[src/rtl/pcie_tx_arbiter.sv]
// Packet-level round-robin arbiter of two TLP sources onto the PCIe AXI-Stream TX port.
// Latency: grant one cycle after a request seen in IDLE; datapath is combinational (zero latency).
// Backpressure: s_axis_tx_tready passes straight to the granted requester; the other sees tready=0.
module pcie_tx_arbiter #(
  parameter logic [5:0] MIN_BUF_AV = 6'd2,
  parameter bit         CFG_HOLD   = 1'b1
) (
  input  logic        clk,
  input  logic        rst,
  input  logic [31:0] r0_tdata,
  input  logic [3:0]  r0_tkeep,
  input  logic [3:0]  r0_tuser,
  input  logic        r0_tlast,
  input  logic        r0_tvalid,
  output logic        r0_tready,
  input  logic [31:0] r1_tdata,
  input  logic [3:0]  r1_tkeep,
  input  logic [3:0]  r1_tuser,
  input  logic        r1_tlast,
  input  logic        r1_tvalid,
  output logic        r1_tready,
  output logic [31:0] s_axis_tx_tdata,
  output logic [3:0]  s_axis_tx_tkeep,
  output logic [3:0]  s_axis_tx_tuser,
  output logic        s_axis_tx_tlast,
  output logic        s_axis_tx_tvalid,
  input  logic        s_axis_tx_tready,
  input  logic [5:0]  tx_buf_av,
  input  logic        tx_cfg_req,
  output logic        tx_cfg_gnt,
  input  logic        tx_err_drop,
  output logic [15:0] drop_count,
  output logic        busy,
  output logic        grant_id
);

  typedef enum logic [1:0] {IDLE, GNT0, GNT1, CFG} state_t;

  state_t      state_q;
  logic        rr_q;          // requester that wins the next tie
  logic        gnt_q;
  logic        busy_q;
  logic        grant_id_q;
  logic        cfg_armed_q;   // req seen low since the last one-shot grant
  logic [15:0] drop_count_q;
  logic [15:0] drop_count_d;
  logic        pick_d;
  logic        buf_ok_d;

  // Grant decision inputs: tie goes to the pointer, otherwise the lone valid requester
  always_comb begin
    buf_ok_d = (tx_buf_av >= MIN_BUF_AV);
    pick_d   = (r0_tvalid && r1_tvalid) ? rr_q : r1_tvalid;
  end

  // Steer the granted requester onto the TX port; everything else is held at zero
  always_comb begin
    s_axis_tx_tdata  = 32'd0;
    s_axis_tx_tkeep  = 4'd0;
    s_axis_tx_tuser  = 4'd0;
    s_axis_tx_tlast  = 1'b0;
    s_axis_tx_tvalid = 1'b0;
    r0_tready        = 1'b0;
    r1_tready        = 1'b0;
    case (state_q)
      GNT0: begin
        s_axis_tx_tdata  = r0_tdata;
        s_axis_tx_tkeep  = r0_tkeep;
        s_axis_tx_tuser  = r0_tuser;
        s_axis_tx_tlast  = r0_tlast;
        s_axis_tx_tvalid = r0_tvalid;
        r0_tready        = s_axis_tx_tready;
      end
      GNT1: begin
        s_axis_tx_tdata  = r1_tdata;
        s_axis_tx_tkeep  = r1_tkeep;
        s_axis_tx_tuser  = r1_tuser;
        s_axis_tx_tlast  = r1_tlast;
        s_axis_tx_tvalid = r1_tvalid;
        r1_tready        = s_axis_tx_tready;
      end
      default: ;
    endcase
  end

  // Arbitration FSM with registered status outputs; grants are held until tlast is accepted
  always_ff @(posedge clk or posedge rst) begin
    if (rst) begin
      state_q     <= IDLE;
      rr_q        <= 1'b0;
      gnt_q       <= 1'b0;
      busy_q      <= 1'b0;
      grant_id_q  <= 1'b0;
      cfg_armed_q <= 1'b1;
    end else begin
      if (!tx_cfg_req) cfg_armed_q <= 1'b1;
      case (state_q)
        IDLE: begin
          // Config requests outrank new packets; tx_buf_av only matters here
          if (tx_cfg_req && (CFG_HOLD || cfg_armed_q)) begin
            state_q     <= CFG;
            gnt_q       <= 1'b1;
            cfg_armed_q <= 1'b0;
          end else if (buf_ok_d && (r0_tvalid || r1_tvalid)) begin
            state_q    <= pick_d ? GNT1 : GNT0;
            busy_q     <= 1'b1;
            grant_id_q <= pick_d;
          end
        end
        GNT0: begin
          if (r0_tvalid && s_axis_tx_tready && r0_tlast) begin
            state_q <= IDLE;
            busy_q  <= 1'b0;
            rr_q    <= 1'b1;
          end
        end
        GNT1: begin
          if (r1_tvalid && s_axis_tx_tready && r1_tlast) begin
            state_q <= IDLE;
            busy_q  <= 1'b0;
            rr_q    <= 1'b0;
          end
        end
        CFG: begin
          // Hold mode releases once req drops; pulse mode always leaves after one cycle
          if (!CFG_HOLD || !tx_cfg_req) begin
            state_q <= IDLE;
            gnt_q   <= 1'b0;
          end
        end
        default: begin
          state_q <= IDLE;
          gnt_q   <= 1'b0;
          busy_q  <= 1'b0;
        end
      endcase
    end
  end

  // Saturating increment of the dropped-TLP counter
  always_comb begin
    drop_count_d = drop_count_q;
    if (tx_err_drop && (drop_count_q != 16'hFFFF)) drop_count_d = drop_count_q + 16'd1;
  end

  // Dropped-TLP counter register, counts in every state
  always_ff @(posedge clk or posedge rst) begin
    if (rst) drop_count_q <= 16'd0;
    else     drop_count_q <= drop_count_d;
  end

  assign tx_cfg_gnt = gnt_q;
  assign busy       = busy_q;
  assign grant_id   = grant_id_q;
  assign drop_count = drop_count_q;

endmodule
[config.mk]
export PLATFORM = sky130hd
export DESIGN_NAME = pcie_tx_arbiter
export DESIGN_NICKNAME = d
export VERILOG_FILES = /design/src/rtl/pcie_tx_arbiter.sv
export SDC_FILE = /design/constraint.sdc
export NUM_CORES = 1
export LEC_CHECK = 0
export ABC_AREA = 1
export CAP_MARGIN = 10
export CORE_ASPECT_RATIO = 1.1
export CORE_MARGIN = 2
export CORE_UTILIZATION = 35
export DETAILED_ROUTE_END_ITERATION = 7
export PLACE_DENSITY = 0.92
export SYNTH_ARGS = -nofsm -noshare
export SYNTH_HDL_FRONTEND = slang
export SYNTH_SLANG_ARGS = --single-unit
[constraint.sdc]
create_clock -name clk -period 1.8 [get_ports clk]
set_input_delay 0.36 -clock clk [delete_from_list [all_inputs] [get_ports clk]]
set_output_delay 0.36 -clock clk [all_outputs]
set_load 0.01 [all_outputs]
==> impl_metrics.yaml, run 1 <==
run_status:
  status: "finished, violations left"
  violations: "setup timing"
worst_setup_path:
  cp_num_buf_inv: 3
  cp.required_ps: 1440
  path_cells: "inv_2, ha_4, buf_8, nand2_1, a21oi_2, buf_2"
  critPathArrivalTime_ps: 1520
  startpoint_type: "flop"
  crit_slowest_cell: "dfrtp_1"
  crit_type: "flop to output pin"
  cp-end-kind: "output pin"
  path_max_fanout: 17
  critPathMaxStageDelay_ps: 400
  cp_top_family: "buffers and inverters"
synth:
  synthArstFlopShare: 1.00
  seq_area_frac_synth: 0.262
  syn_area_per_cell_um2: 6.07
  synth_fp_nets: 447
  synthCells: 346
  ys_types: 26
  syn_area_um2: 2100
  synth_edf_count: 0
  ys_ff_latch: 22
  synth_flop_cell: "dfrtp_1"
  yosys_warnings: 0
detailed_routing:
  drcViolationCount: 0
  wl_per_cell_um: 16.4
  antenna_left: 0
  routed-via-count: 3024
  dr.pass1.iters: 4
  drtIter0Drc: 123
  vias_per_cell: 5.11
  routed_wl_um: 9690
clock_network:
  clk_pin_slew_ps: 70
  htree_levels: 1
  holdBufCountCts: 0
  clk_latency_ps: 260
  cts_made_buffers: 3
  cts_num_sinks: 22
  cts_tree: "yes"
  cts_buffer_depth: 2
  cts_root_buf: "clkbuf_8"
floorplan:
  die_w_um: 77.9
  rows: 29
  core_area_um2: 5770
  die_height_um: 85.3
  die_area_um2: 6640
  io_pins: 158
  initial_utilization: 0.364
cells_and_area:
  layout.nets: 617
  area_growth_pct: 95.3
  fill_cells: 424
  instances_no_fill: 592
  n_antenna_cell: 0
  drive_above_1_share: 0.280
power:
  power_density_nw_per_um2: 1300
  ir_drop_mv: 0.831
  power_w: 0.00534
  leakage_nw: 1.76
timing:
  rsz0062_at_grt: "true"
  timing.slew.headroom: 0.741
  drv_slew: 0
  fin_ws_ps: -84.1
  setup_viol: 42
  fmax_ghz: 0.531
  min_period_ps: 1880
  post-route-period-util: 1.05
  skew_ps: 2.80
  tns_ps: -1920
  worst_slew_pin_slew_ps: 385
  hold-worst-slack_ps: 429
  hold_violations: 0
global_routing:
  grtUsageTotal: 0.251
  grt_antenna_before_repair: 0
  grt_max_degree: 25
  grt_overflow: 0
  grt_pass1_vias: 2810
  grt_pass1_wl_um: 13400
place:
  dp_slack_ps: -335
  dp.cells: 581
  portBuffers: 156
  dp_hpwl_um: 6790
  place_congestion: 0.869
job:
  max_cap_violations: 0
min_path:
  min_path_type: "primary input to async pin"
[flip-flops by register name, summed over array words and instances (netlist names)]
| register | flops |
|---|---|
| grant_id | 1 |
| drop_count | 16 |
| tx_cfg_gnt | 1 |
| rr_q | 1 |
| busy | 1 |
| state_q | 2 |
[final timing paths]
path	endpoint	slack, ps	depth (start not counted)	startpoint
hold / removal	drop_count[13]	430	3	rst
setup reg to reg	state_q[0]	180	9	state_q[1]
min in group clk	busy	500	2	busy
setup / recovery	s_axis_tx_tdata[25]	-80	6	state_q[1]
hold reg to reg	busy	500	2	busy
max in group asynchronous	drop_count[5]	1150	3	rst
[tightest hold or removal path, stage by stage]
cell and delay [ps]:
clkdlybuf4s50_1 390, inv_1 50, buf_4 280
[cell type report]
class / instances / area [um^2] / share of cell area
multi-input combinational: 282 / 1600 / 0.390
timing repair buffer: 181 / 1700 / 0.414
tap: 77 / 96.3 / 0.0235
clock buffer: 4 / 55.1 / 0.0134
sequential: 22 / 551 / 0.134
inverter: 26 / 105 / 0.0256
[metrics by stage]
step | area (um^2) | utilization
2_1_floorplan | 2100 | -
3_3_place_gp | 3830 | 0.664
3_5_place_dp | 3830 | 0.664
4_1_cts | 3790 | 0.657
5_1_grt | 4100 | 0.711
6_report | 4100 | 0.711
[routing by layer]
metal	up-vias	GRT usage	routed length [um]
met1	1407	0.268	3600
met3	27	0.0617	858
met4	0	0.0812	295
met2	155	0.476	4940
met5	-	0	0
li1	1435	-	-
[cells in the final DEF (no fill, tap or decap)]
cell,n
inv_1,21
nand3_4,1
buf_2,37
nand3b_1,1
a21oi_2,34
nand4_1,2
clkdlybuf4s50_1,112
xnor2_1,1
buf_6,6
nand3_1,17
ha_1,3
nor2_2,1
nor3_1,1
nand2_4,3
nand2_1,149
xor2_1,7
nor2_1,20
inv_8,1
nor2_4,2
o21ai_0,10
dfrtp_1,22
a21oi_1,5
buf_8,3
buf_4,16
a21oi_4,5
buf_16,1
nand3_2,1
nand2_2,8
ha_4,3
inv_2,4
buf_12,4
o21ai_2,7
clkbuf_8,4
o21ai_4,1
clkbuf_16,2
[synthesized netlist by cell type, types with 2 or more instances]
cell	n	area, um^2
a21oi_1	44	220
buf_2	2	10.0
buf_6	2	22.5
clkbuf_1	12	45.0
dfrtp_1	22	551
ha_1	6	75.1
inv_1	23	86.3
inv_2	2	7.51
nand2_1	150	563
nand2_2	7	43.8
nand2_4	3	33.8
nand3_1	17	85.1
nand4_1	2	12.5
nor2_1	20	75.1
nor2_4	2	22.5
o21ai_0	10	50.1
o21ai_2	7	61.3
xor2_1	7	61.3
[repair_timing]
action | in CTS | in global routing
endpoints found under the setup margin | 44 | 43
pin swaps | 1 | 0
resized for setup | 199 | 56
cloned | 1 | 4
buffers inserted | 1 | 1
[power by group]
part | leakage (nW) | switching (W) | internal [W]
clock network | 0.0288 | 0.000154 | 0.000195
logic | 1.45 | 0.00223 | 0.00196
registers | 0.282 | 0.000158 | 0.000640
total | 1.76 | 0.00254 | 0.00280
[logic make-up after synthesis]
group / count (synthesis) / share of synthesized area
buffers and inverters: 42 / 0.0834
AO/OA/AOI/OAI: 62 / 0.166
adder cells (fa/ha/maj): 6 / 0.0357
XOR/XNOR: 8 / 0.0334
AND/OR/NAND/NOR: 206 / 0.420
flip-flops: 22 / 0.262
(Power assumes the default switching activity.)
==> inputs of run 2 (changes only) <==
Settings changed: CELL_PAD_IN_SITES_DETAIL_PLACEMENT from default to 0, CELL_PAD_IN_SITES_GLOBAL_PLACEMENT from default to 1, CORE_UTILIZATION 35 to 21, PLACE_DENSITY 0.92 to 0.89.
==> impl_metrics.yaml, run 2 (synthesis gave the netlist of run 1 again) <==
run_status:
  status: "finished, violations left"
  violations: "setup timing"
min_path:
  min_path_type: "primary input to async pin"
timing:
  min_period_ps: 1930
  fmax_ghz: 0.519
  skew_ps: 5.11
  worst_slew_pin_slew_ps: 339
  timing.slew.headroom: 0.772
  setup_viol: 42
  post-route-period-util: 1.07
  hold_violations: 0
  drv_slew: 0
  fin_ws_ps: -128
  rsz0062_at_grt: "true"
cells_and_area:
  instances_no_fill: 637
  largest_reg_flops: 16
  multiInputGateArea_um2: 1590
  register_area_um2: 551
  layout.nets: 619
  final_common_cell: "nand2_1"
  drive_above_1_share: 0.294
  area_growth_pct: 100
  fill_cells: 1020
  n_antenna_cell: 0
  mostFrequentLayoutCells: "nand2_1, clkdlybuf4s50_1, buf_2"
  design_area_um2: 4210
worst_setup_path:
  cp.required_ps: 1440
  reg2reg_slack_ps: 100
  critPathLaunch: "state_q[0]"
  r2r-end: "state_q[1]"
  r2r-start: "state_q[1]"
  cp-end-kind: "output pin"
  path_max_fanout: 7
  startpoint_type: "flop"
  worstRegToRegCells: 10
  endpoint: "s_axis_tx_tdata[19]"
  critPathArrivalTime_ps: 1570
  crit_type: "flop to output pin"
floorplan:
  die_height_um: 109
  die_w_um: 99.4
  rows: 38
  io_pins: 158
  die_area_um2: 10800
  core_area_um2: 9790
  initial_utilization: 0.214
detailed_routing:
  wl_per_cell_um: 15.4
  drtIter0Drc: 96
  dr.pass1.iters: 4
  routed_wl_um: 9790
  vias_per_cell: 4.59
  antenna_left: 0
  routed-via-count: 2923
  drcViolationCount: 0
place:
  place_congestion: 0.980
  post_dp_cell_area_um2: 3950
  portBuffers: 156
  dp.cells: 624
  dp_hpwl_um: 7060
global_routing:
  grt_max_degree: 29
  grt_antenna_before_repair: 0
  grt_pass1_wl_um: 14400
  grtUsageTotal: 0.163
  grt_overflow: 0
  grt_pass1_vias: 2829
clock_network:
  clk_latency_ps: 260
  cts_made_buffers: 3
  cts_buffer_depth: 2
  cts_tree: "yes"
  clk_pin_slew_ps: 80
  holdBufCountCts: 0
  cts_num_sinks: 22
  htree_levels: 1
  cts_root_buf: "clkbuf_8"
job:
  max_cap_violations: 0
power:
  ir_drop_mv: 0.585
  leakage_nw: 1.79
  power_density_nw_per_um2: 1280
run 2: per-layer routing:
| metal | global-route usage | vias to the layer above | part of all wire |
|---|---|---|---|
| met5 | 0 | - | 0 |
| met1 | 0.187 | 1368 | 0.38 |
| met3 | 0.0429 | 10 | 0.081 |
| met2 | 0.303 | 104 | 0.52 |
| li1 | - | 1441 | - |
| met4 | 0.0391 | 0 | 0.019 |
run 2: critical path, cell delays in order (launching register included):
cell,delay (ps)
dfrtp_1,410
inv_2,110
ha_4,220
buf_12,140
nand2_1,90
a21oi_4,210
buf_6,130
run 2: through the flow:
stage	setup TNS (ps)	setup slack (ps)	power, W	hold WS [ps]	utilization
6_report	-3180	-128	0.00537	438	0.429
5_1_grt	-6630	-191	0.00575	466	0.429
4_1_cts	-3120	-114	0.00471	446	0.405
3_5_place_dp	-12710	-420	0.00423	476	0.403
3_3_place_gp	-11640	-391	0.00419	461	0.403
2_1_floorplan	0	103	0.00236	349	-
run 2: final cells by class:
class                      count  share of cell area
sequential                    22               0.131
inverter                      26              0.0250
timing repair buffer         183               0.418
tap                          120              0.0357
multi-input combinational    282               0.377
clock buffer                   4              0.0131
run 2: worst min path at each step:
stage,end,slack (ps),cells past startpoint
2_1_floorplan,busy,350,1
3_3_place_gp,busy,460,2
3_5_place_dp,busy,480,2
4_1_cts,busy,450,3
5_1_grt,busy,470,3
6_report,busy,440,3
run 2: power breakdown:
group	internal [W]	switching, W	leakage, nW
Clock	0.000195	0.000165	0.0288
Combinational	0.00203	0.00218	1.48
Sequential	0.000640	0.000157	0.282
run 2: repair_timing:
item	4_1_cts	5_1_grt
resized for setup	211	32
buffers inserted	2	1
endpoints found under the setup margin	44	46
pin swaps	2	17
gates cloned	1	6
